===== src/rtl/down_counter_timer_pkg.sv =====
// Shared definitions for the down_counter_timer block: controller state type and
// the default counter width used by both the down- and up-counters.
package down_counter_timer_pkg;

    localparam int DEFAULT_WIDTH = 6;

    typedef enum logic {
        IDLE = 1'b0,
        RUN  = 1'b1
    } state_t;

endpackage


===== src/rtl/down_counter_timer_if.sv =====
// Control and status bundle of the down_counter_timer; the controller drives it
// through the master modport, and the timer answers through the slave modport.
interface down_counter_timer_if
    import down_counter_timer_pkg::*;
#(
    parameter int n = DEFAULT_WIDTH
);

    logic         clear;
    logic         start;
    logic [n-1:0] load_value;
    logic         enable;
    logic         auto_reload;
    logic [n-1:0] p_out;
    logic         bout;
    logic         busy;
    logic         done;

    modport master (
        output clear, start, load_value, enable, auto_reload,
        input  p_out, bout, busy, done
    );

    modport slave (
        input  clear, start, load_value, enable, auto_reload,
        output p_out, bout, busy, done
    );

endinterface


===== src/rtl/down_counter_timer.sv =====
// Loadable down-counter with IDLE/RUN control, one-cycle terminal-count pulse and
// optional self-reload for periodic operation.
module down_counter_timer
    import down_counter_timer_pkg::*;
#(
    parameter int n = DEFAULT_WIDTH
) (
    input  logic                clock,
    input  logic                reset,
    down_counter_timer_if.slave bus
);

    state_t       state_p0;
    state_t       state_nxt;
    logic [n-1:0] count_p0;
    logic [n-1:0] count_nxt;
    logic [n-1:0] reload_p0;
    logic [n-1:0] reload_nxt;
    logic         done_p0;
    logic         done_nxt;

    always_comb begin
        state_nxt  = state_p0;
        count_nxt  = count_p0;
        reload_nxt = reload_p0;
        done_nxt   = 1'b0;
        if (bus.clear) begin
            state_nxt = IDLE;
            count_nxt = '0;
        end else begin
            case (state_p0)
                IDLE: begin
                    if (bus.start) begin
                        count_nxt = bus.load_value;
                        if (bus.load_value != '0) begin
                            reload_nxt = bus.load_value;
                            state_nxt  = RUN;
                        end else begin
                            // Zero-length count finishes on the load edge itself.
                            done_nxt = 1'b1;
                        end
                    end
                end
                RUN: begin
                    if (bus.enable) begin
                        // RUN always holds count >= 1, so 1 is the only terminal value.
                        if (count_p0 == n'(1)) begin
                            done_nxt = 1'b1;
                            if (bus.auto_reload) begin
                                count_nxt = reload_p0;
                            end else begin
                                count_nxt = '0;
                                state_nxt = IDLE;
                            end
                        end else begin
                            count_nxt = count_p0 - n'(1);
                        end
                    end
                end
                default: begin
                    state_nxt = IDLE;
                    count_nxt = '0;
                end
            endcase
        end
    end

    // Stage p0: single register stage for state, count, reload value and done pulse.
    always_ff @(posedge clock or negedge reset) begin
        if (!reset) begin
            state_p0  <= IDLE;
            count_p0  <= '0;
            reload_p0 <= '0;
            done_p0   <= 1'b0;
        end else begin
            state_p0  <= state_nxt;
            count_p0  <= count_nxt;
            reload_p0 <= reload_nxt;
            done_p0   <= done_nxt;
        end
    end

    assign bus.p_out = count_p0;
    assign bus.bout  = (count_p0 == '0);
    assign bus.busy  = (state_p0 == RUN);
    assign bus.done  = done_p0;

endmodule


===== src/flat_wrapper.sv =====
// flat-port wrapper written by rule: the top's interface ports become plain ports
module down_counter_timer_flat import down_counter_timer_pkg::*;
#(
    parameter int n = DEFAULT_WIDTH
)
  (clock, reset, bus_clear, bus_start, bus_load_value, bus_enable, bus_auto_reload, bus_p_out, bus_bout, bus_busy, bus_done);
  down_counter_timer_if #(.n(n)) bus_i ();
  input  logic clock;
  input  logic reset;
  input wire logic [$bits(bus_i.clear)-1:0] bus_clear;
  input wire logic [$bits(bus_i.start)-1:0] bus_start;
  input wire logic [$bits(bus_i.load_value)-1:0] bus_load_value;
  input wire logic [$bits(bus_i.enable)-1:0] bus_enable;
  input wire logic [$bits(bus_i.auto_reload)-1:0] bus_auto_reload;
  output wire logic [$bits(bus_i.p_out)-1:0] bus_p_out;
  output wire logic [$bits(bus_i.bout)-1:0] bus_bout;
  output wire logic [$bits(bus_i.busy)-1:0] bus_busy;
  output wire logic [$bits(bus_i.done)-1:0] bus_done;
  assign bus_i.clear = bus_clear;
  assign bus_i.start = bus_start;
  assign bus_i.load_value = bus_load_value;
  assign bus_i.enable = bus_enable;
  assign bus_i.auto_reload = bus_auto_reload;
  assign bus_p_out = bus_i.p_out;
  assign bus_bout = bus_i.bout;
  assign bus_busy = bus_i.busy;
  assign bus_done = bus_i.done;
  down_counter_timer #(.n(n)) u_core (.clock(clock), .reset(reset), .bus(bus_i));
endmodule

===== config.mk =====
export PLATFORM = sky130hd
export DESIGN_NAME = down_counter_timer_flat
export DESIGN_NICKNAME = d
export VERILOG_FILES = /design/src/rtl/down_counter_timer_pkg.sv /design/src/rtl/down_counter_timer_if.sv /design/src/rtl/down_counter_timer.sv /design/src/flat_wrapper.sv
export SDC_FILE = /design/constraint.sdc
export NUM_CORES = 1
export LEC_CHECK = 0
export ABC_AREA = 1
export BUFFER_PORTS_ARGS = -buffer_cell sky130_fd_sc_hd__buf_2
export CORE_ASPECT_RATIO = 0.9
export CORE_MARGIN = 2
export CORE_UTILIZATION = 34
export CTS_BUF_LIST = sky130_fd_sc_hd__clkbuf_4
export DETAILED_ROUTE_END_ITERATION = 7
export PLACE_DENSITY = 0.59
export SLEW_MARGIN = 30
export SYNTH_ARGS = -nofsm -noshare
export SYNTH_HDL_FRONTEND = slang
export SYNTH_SLANG_ARGS = --single-unit

===== constraint.sdc =====
create_clock -name clock -period 1.75 [get_ports clock]
set_input_delay 0 -clock clock [delete_from_list [all_inputs] [get_ports clock]]
set_output_delay 0 -clock clock [all_outputs]
set_load 0.01 [all_outputs]

==> results.py, run 1 <==
metrics = {
    "placement": {
        "finalWeightedCongestion": 0.829,
        "portBuffers": 20,
        "placed_cells_incl_taps": 178,
        "hpwlAfterDp_um": 1700,
    },
    "timing": {
        "min_period_ps": 1440,
        "max_freq_ghz": 0.694,
        "skew_ps": 0.472,
        "slew_viol_final": 0,
        "hold_viol_final": 0,
        "finalCritPeriodShare_pct": 82.3,
        "final.setup.tns_ps": 0,
        "rsz0062_at_grt": "false",
        "max_slew_margin_vs_limit_pct": 74.6,
        "finalSetupViolations": 0,
        "worst_slew_pin_slew_ps": 380,
    },
    "synth": {
        "syn_inst": 130,
        "yosys.cell_count.top_type": "sky130_fd_sc_hd__nand2_1",
        "synth_largest_type_area_fraction_pct": 37.3,
        "postSynthRegisterBits": 14,
        "synth_edf_count": 0,
        "synthTopCellsByArea": "sky130_fd_sc_hd__dfrtp_1 (37%), sky130_fd_sc_hd__nand2_1 (12%), sky130_fd_sc_hd__nor2_1 (11%), sky130_fd_sc_hd__inv_1 (6.0%), sky130_fd_sc_hd__ha_1 (4.0%)",
        "number_of_different_library_cells_in_the_post_synthesis_netlist": 23,
        "yosys_warnings": 0,
        "synth.cell_area_um2": 938,
        "postSynth.asyncResetShare_pct": 100,
        "synth_largest_area_cell": "sky130_fd_sc_hd__dfrtp_1",
        "ys.flop_type": "sky130_fd_sc_hd__dfrtp_1",
        "synth.cells.most_frequent": "sky130_fd_sc_hd__nand2_1 (29), sky130_fd_sc_hd__nor2_1 (27), sky130_fd_sc_hd__inv_1 (15)",
        "postSynthAreaPerCell_um2": 7.22,
        "syn_nets": 145,
        "seq_area_frac_synth_pct": 37.3,
    },
    "setup_path": {
        "cp_data_arrival_time_ps": 1640,
        "worstPathCellList": "inv_1, ha_1, nand3_4, nand2_1, nand2_1, a21oi_1",
        "criticalPathCategory": "reg2reg",
        "critical-path-top-cell-by-count": "sky130_fd_sc_hd__nand2_1",
        "r2r_setup_slack_ps": 310,
        "cp-startpoint": "u_core.bus.p_out[1]",
        "worst-r2r-cell-count": 6,
        "cp-endpoint": "u_core.bus.p_out[4]",
        "critical_path.slowest_cell": "sky130_fd_sc_hd__dfrtp_1",
        "critical_path_peak_fanout": 8,
        "worstPathRequired_ps": 1950,
        "critical_path.max_stage_delay_ps": 410,
        "rr_startpoint": "u_core.bus.p_out[1]",
        "crit_path_start_kind": "flip-flop",
        "worstReg2RegEnd": "u_core.bus.p_out[4]",
        "critPathCaptureType": "flip-flop",
    },
    "floorplan": {
        "row_count": 18,
        "width_of_the_die_um": 59.4,
        "die_height_um": 53.8,
        "core_area_um2": 2680,
        "floorplan.initialDensity_pct": 35.0,
        "design.portCount": 21,
        "fp.dieArea_um2": 3200,
    },
    "power_and_ir_drop": {
        "irDropWorstVdd_v": 0.000439,
        "total_power_divided_by_cell_area_nw_per_um2": 894,
        "design_power_total_mw": 1.03,
        "cellLeakagePower_nw": 0.620,
    },
    "hold_path": {
        "timing.hold.worst.class": "in2reg",
    },
    "clocking": {
        "post_cts_resized": 0,
        "cts_max_path_buffers": 2,
        "tritoncts_num_sinks": 14,
        "cts_max_level": 1,
        "clkSlewWorstSetupHoldPaths_ps": 80,
        "clock_tree_from_tritoncts": "done",
        "cts_inserted_buffers": 3,
        "clock_insertion_delay_worst_skew_ps": 280,
        "cts.root.buffer_cell": "sky130_fd_sc_hd__clkbuf_4",
    },
    "grt": {
        "gr-total-overflow": 0,
        "gr-usage-all-layers_pct": 15.5,
        "grt_pass1_wl_um": 3700,
        "grt_max_degree": 15,
        "initial_antenna_violation_count": 0,
        "first_global_vias": 866,
    },
    "layout": {
        "final_core_utilization_pct": 43.0,
        "final_net_count": 175,
        "layout-drive-gt1-share_pct": 23.3,
        "relative_area_change_from_synthesis_to_final_layout_pct": 22.9,
        "num_antenna_cells": 0,
        "finish.cell_count_without_fillers": 189,
    },
    "flow_run": {
        "drv_cap": 0,
    },
    "drt": {
        "wl_per_cell_um": 11.6,
        "detail_route.iter0.violations": 35,
        "drc": 0,
        "drtAntennaViolNets": 0,
        "drtPass1Iterations": 5,
        "routed_wirelength_um": 2190,
        "post_drt_via_cell_ratio": 4.93,
        "total_via_count_in_the_routed_design": 932,
    },
    "run_status": {
        "run_status": "completed",
    },
}
-- stage by stage --
stage	hold slack (ps)	instance area, um2	setup WS (ps)
after floorplan	-296	938	443
after detailed placement	-80.9	1060	358
after global placement	-85.7	1060	397
after CTS	40.8	1150	341
final	40.3	1150	309
after global routing	58.7	1150	225
-- registers in the layout, indices dropped and copies added, names as in the netlist --
register and flops:
u_core.bus.p_out 6, u_core.reload_p0 6, u_core.bus.done 1, u_core.bus.busy 1
-- worst min path at each step --
stage / cells past startpoint / endpoint / start
3_3_place_gp: 1 / u_core.reload_p0[5] / reset
6_report: 3 / u_core.bus.busy / bus_auto_reload
4_1_cts: 3 / u_core.bus.busy / bus_auto_reload
5_1_grt: 3 / u_core.bus.busy / bus_auto_reload
2_1_floorplan: 0 / u_core.bus.busy / reset
3_5_place_dp: 1 / u_core.reload_p0[5] / reset
-- critical path, delay by kind of cell (launching register included) --
kind	cells	cell delay [ps]
flip-flops	1	410
AND/OR/NAND/NOR	3	310
AO/OA/AOI/OAI	1	170
buffers and inverters	1	120
adder cells (fa/ha/maj)	1	340
-- placed cells by master, fill, tap and decap left out, types with 5 or more instances in the layout --
cell                            synthesis  routed
sky130_fd_sc_hd__a21oi_1                5       5
sky130_fd_sc_hd__nor2_1                27      27
sky130_fd_sc_hd__nand3_1                6       6
sky130_fd_sc_hd__nand4_1                5       5
sky130_fd_sc_hd__nand2_1               29      29
sky130_fd_sc_hd__o21ai_1                7       7
sky130_fd_sc_hd__dlygate4sd3_1          0       7
sky130_fd_sc_hd__dfrtp_1               14      14
sky130_fd_sc_hd__buf_2                  0      20
sky130_fd_sc_hd__inv_1                 15      15
-- power breakdown --
part,switching (mW),internal (mW),total (mW)
clock,0.105,0.0828,0.188
combinational,0.242,0.157,0.399
sequential,0.0628,0.381,0.444
-- repair_timing --
action | in CTS | in global routing
hold endpoints to repair | 20 | 0
hold buffers | 7 | 0
setup buffers | 0 | 0
-- per-layer routing --
metal / GRT usage [%] / part of all wire [%]
met1: 18.0 / 43
met2: 28.6 / 50
met3: 4.57 / 4.8
met4: 2.27 / 1.3
met5: 0 / 0
-- cell type report --
type	instances	area [um2]
repair buffers	27	170
fillers	278	1530
flip-flops and latches	14	350
clock inverters	1	3.75
well taps	30	37.5
clock buffers	3	22.5
multi-input cells	96	502
inverters	18	67.6
-- logic make-up after synthesis --
kind of cell             count (synthesis)  synth area share, %
flip-flops                              14                 37.3
AND/OR/NAND/NOR                         76                 37.9
AO/OA/AOI/OAI                           16                 10.7
XOR/XNOR                                 1                0.934
buffers and inverters                   20                 9.20
adder cells (fa/ha/maj)                  3                 4.00
Power figures use the tool's default switching activity.
==> run 2: changes to the inputs <==
PLACE_DENSITY = 0.61   (was 0.59)
clock period = 1.25 ns   (was 1.75 ns; I/O delays follow)
==> results.py, run 2 (synthesized netlist as in run 1, its figures left out) <==
metrics = {
    "setup_path": {
        "crit_path_start_kind": "flip-flop",
        "critical_path_peak_fanout": 4,
        "critical_path.slowest_cell": "sky130_fd_sc_hd__dfrtp_2",
        "worstReg2RegEnd": "u_core.bus.p_out[5]",
        "worstPathCellList": "inv_2, ha_4, and3_4, buf_6",
        "r2r_setup_slack_ps": -20,
        "rr_startpoint": "u_core.bus.p_out[0]",
        "critical_path.max_stage_delay_ps": 460,
        "buf_inv_stages_crit_path": 2,
        "worst-r2r-cell-count": 8,
        "crit_family": "flip-flops",
        "critPathCaptureType": "output pin",
        "criticalPathCategory": "reg2out",
        "worstPathRequired_ps": 1250,
        "cp_data_arrival_time_ps": 1280,
    },
    "timing": {
        "rsz0062_at_grt": "true",
        "final.setup.tns_ps": -52.0,
        "hold_viol_final": 0,
        "max_slew_margin_vs_limit_pct": 77.8,
        "slew_viol_final": 0,
        "max_freq_ghz": 0.782,
        "worst_slew_pin_slew_ps": 333,
        "skew_ps": 11.8,
        "min_period_ps": 1280,
        "finalSetupViolations": 2,
        "post-route-worst-setup-slack_ps": -29.2,
        "finalCritPeriodShare_pct": 102,
    },
    "layout": {
        "layout-drive-gt1-share_pct": 34.1,
        "layout.cells.most_common_list": "sky130_fd_sc_hd__nand2_1 (28), sky130_fd_sc_hd__nor2_1 (27), sky130_fd_sc_hd__buf_2 (19), sky130_fd_sc_hd__inv_1 (13), sky130_fd_sc_hd__dfrtp_1 (13)",
        "mostFrequentLayoutCell": "sky130_fd_sc_hd__nand2_1",
        "num_antenna_cells": 0,
        "stdcell_area_um2": 1330,
        "relative_area_change_from_synthesis_to_final_layout_pct": 41.7,
        "final_net_count": 189,
    },
    "power_and_ir_drop": {
        "total_power_divided_by_cell_area_nw_per_um2": 1270,
        "cellLeakagePower_nw": 0.693,
        "irDropWorstVdd_v": 0.000677,
    },
    "drt": {
        "drtAntennaViolNets": 0,
        "total_via_count_in_the_routed_design": 984,
        "routed_wirelength_um": 2490,
        "detail_route.iter0.violations": 48,
        "detailroute.wirelength.met2_um": 1180,
        "dr_wl_met3_um": 150,
        "drtPass1Iterations": 4,
        "m1WireLength_um": 1160,
        "top_signal_layer_used": "met3",
        "wl_per_cell_um": 12.3,
        "post_drt_via_cell_ratio": 4.85,
        "drc": 0,
    },
    "hold_path": {
        "worstHoldPathCells": 3,
        "worst_hold_path.endpoint": "u_core.bus.busy",
        "hold_path_startpoint": "bus_auto_reload",
        "timing.hold.worst.class": "in2reg",
    },
    "grt": {
        "gr-usage-all-layers_pct": 17.0,
        "grt_pass1_wl_um": 4020,
        "gr-total-overflow": 0,
        "initial_antenna_violation_count": 0,
        "first_global_vias": 940,
        "grt_max_degree": 15,
    },
    "clocking": {
        "clock_tree_from_tritoncts": "done",
        "cts.root.buffer_cell": "sky130_fd_sc_hd__clkbuf_4",
        "tritoncts_num_sinks": 14,
        "clkSlewWorstSetupHoldPaths_ps": 100,
        "cts_inserted_buffers": 3,
        "cts_max_level": 1,
        "cts_max_path_buffers": 2,
        "clock_insertion_delay_worst_skew_ps": 290,
    },
    "run_status": {
        "run_status": "complete, but fails checks",
        "violations": "negative setup slack",
    },
    "floorplan": {
        "floorplan.initialDensity_pct": 35.0,
        "die_height_um": 53.8,
        "fp.dieArea_um2": 3200,
        "width_of_the_die_um": 59.4,
        "row_count": 18,
        "design.portCount": 21,
        "core_area_um2": 2680,
    },
    "flow_run": {
        "drv_cap": 0,
    },
    "placement": {
        "detailed_place.area_um2": 1130,
        "portBuffers": 20,
        "hpwlAfterDp_um": 1790,
        "finalWeightedCongestion": 0.864,
    },
}
==> run 2: worst max path at each step <==
stage	start	endpoint	slack [ps]	cells after the start
finish	u_core.bus.p_out[0]	bus_bout	-30	4
global route	u_core.bus.p_out[0]	u_core.bus.p_out[5]	-110	8
CTS	u_core.bus.p_out[1]	u_core.bus.p_out[5]	-10	7
detailed placement	u_core.bus.p_out[1]	u_core.bus.p_out[4]	-30	7
global placement	u_core.bus.p_out[1]	u_core.bus.p_out[4]	-3	7
floorplan	u_core.bus.p_out[1]	u_core.bus.p_out[5]	-7	7
==> run 2: cell type report <==
type | count | area [um2]
Multi-Input combinational cell | 96 | 549
Inverter | 18 | 67.6
Tap cell | 30 | 37.5
Fill cell | 264 | 1350
Timing Repair Buffer | 41 | 298
Sequential cell | 14 | 352
Clock inverter | 1 | 3.75
Clock buffer | 3 | 22.5
==> run 2: layer usage <==
| layer | vias to the layer above | track usage (%) |
|---|---|---|
| met5 | - | 0 |
| li1 | 498 | - |
| met2 | 29 | 30.2 |
| met4 | 0 | 2.27 |
| met1 | 457 | 20.7 |
| met3 | 0 | 5.29 |
==> run 2: worst reg2reg max path, cell delays in order, from the launching register on <==
cell	delay [ps]
sky130_fd_sc_hd__dfrtp_2	460
sky130_fd_sc_hd__buf_4	150
sky130_fd_sc_hd__nor2_1	160
sky130_fd_sc_hd__nand2_2	90
sky130_fd_sc_hd__nand2_1	70
sky130_fd_sc_hd__nand2_1	50
sky130_fd_sc_hd__nand2_1	60
sky130_fd_sc_hd__nand2_1	60
sky130_fd_sc_hd__a21oi_2	120
==> run 2: timing repair <==
item | CTS | global route
setup buffers | 5 | 0
hold endpoints to repair | 20 | 0
hold buffers | 7 | 0
endpoints found under the setup margin | 7 | 14
resized for setup | 7 | 6
pin swaps | 1 | 3
==> run 2: per-stage QoR <==
step / setup WS (ps) / hold WS, ps / power (mW) / utilization (%) / cells
finish: -29.2 / 42.5 / 1.69 / 49.6 / 203
global route: -110 / 59.1 / 1.81 / 49.6 / 203
CTS: -13.1 / 38.1 / 1.65 / 48.5 / 203
detailed placement: -34.0 / -75.6 / 1.25 / 42.1 / 187
global placement: -3.46 / -83.6 / 1.24 / 42.1 / 187
floorplan: -6.56 / -296 / 1.03 / - / 130
==> run 2: power by group <==
part / internal (mW) / total (mW) / switching (mW)
logic: 0.386 / 0.813 / 0.427
clock network: 0.116 / 0.274 / 0.158
registers: 0.535 / 0.604 / 0.0689
total: 1.04 / 1.69 / 0.654
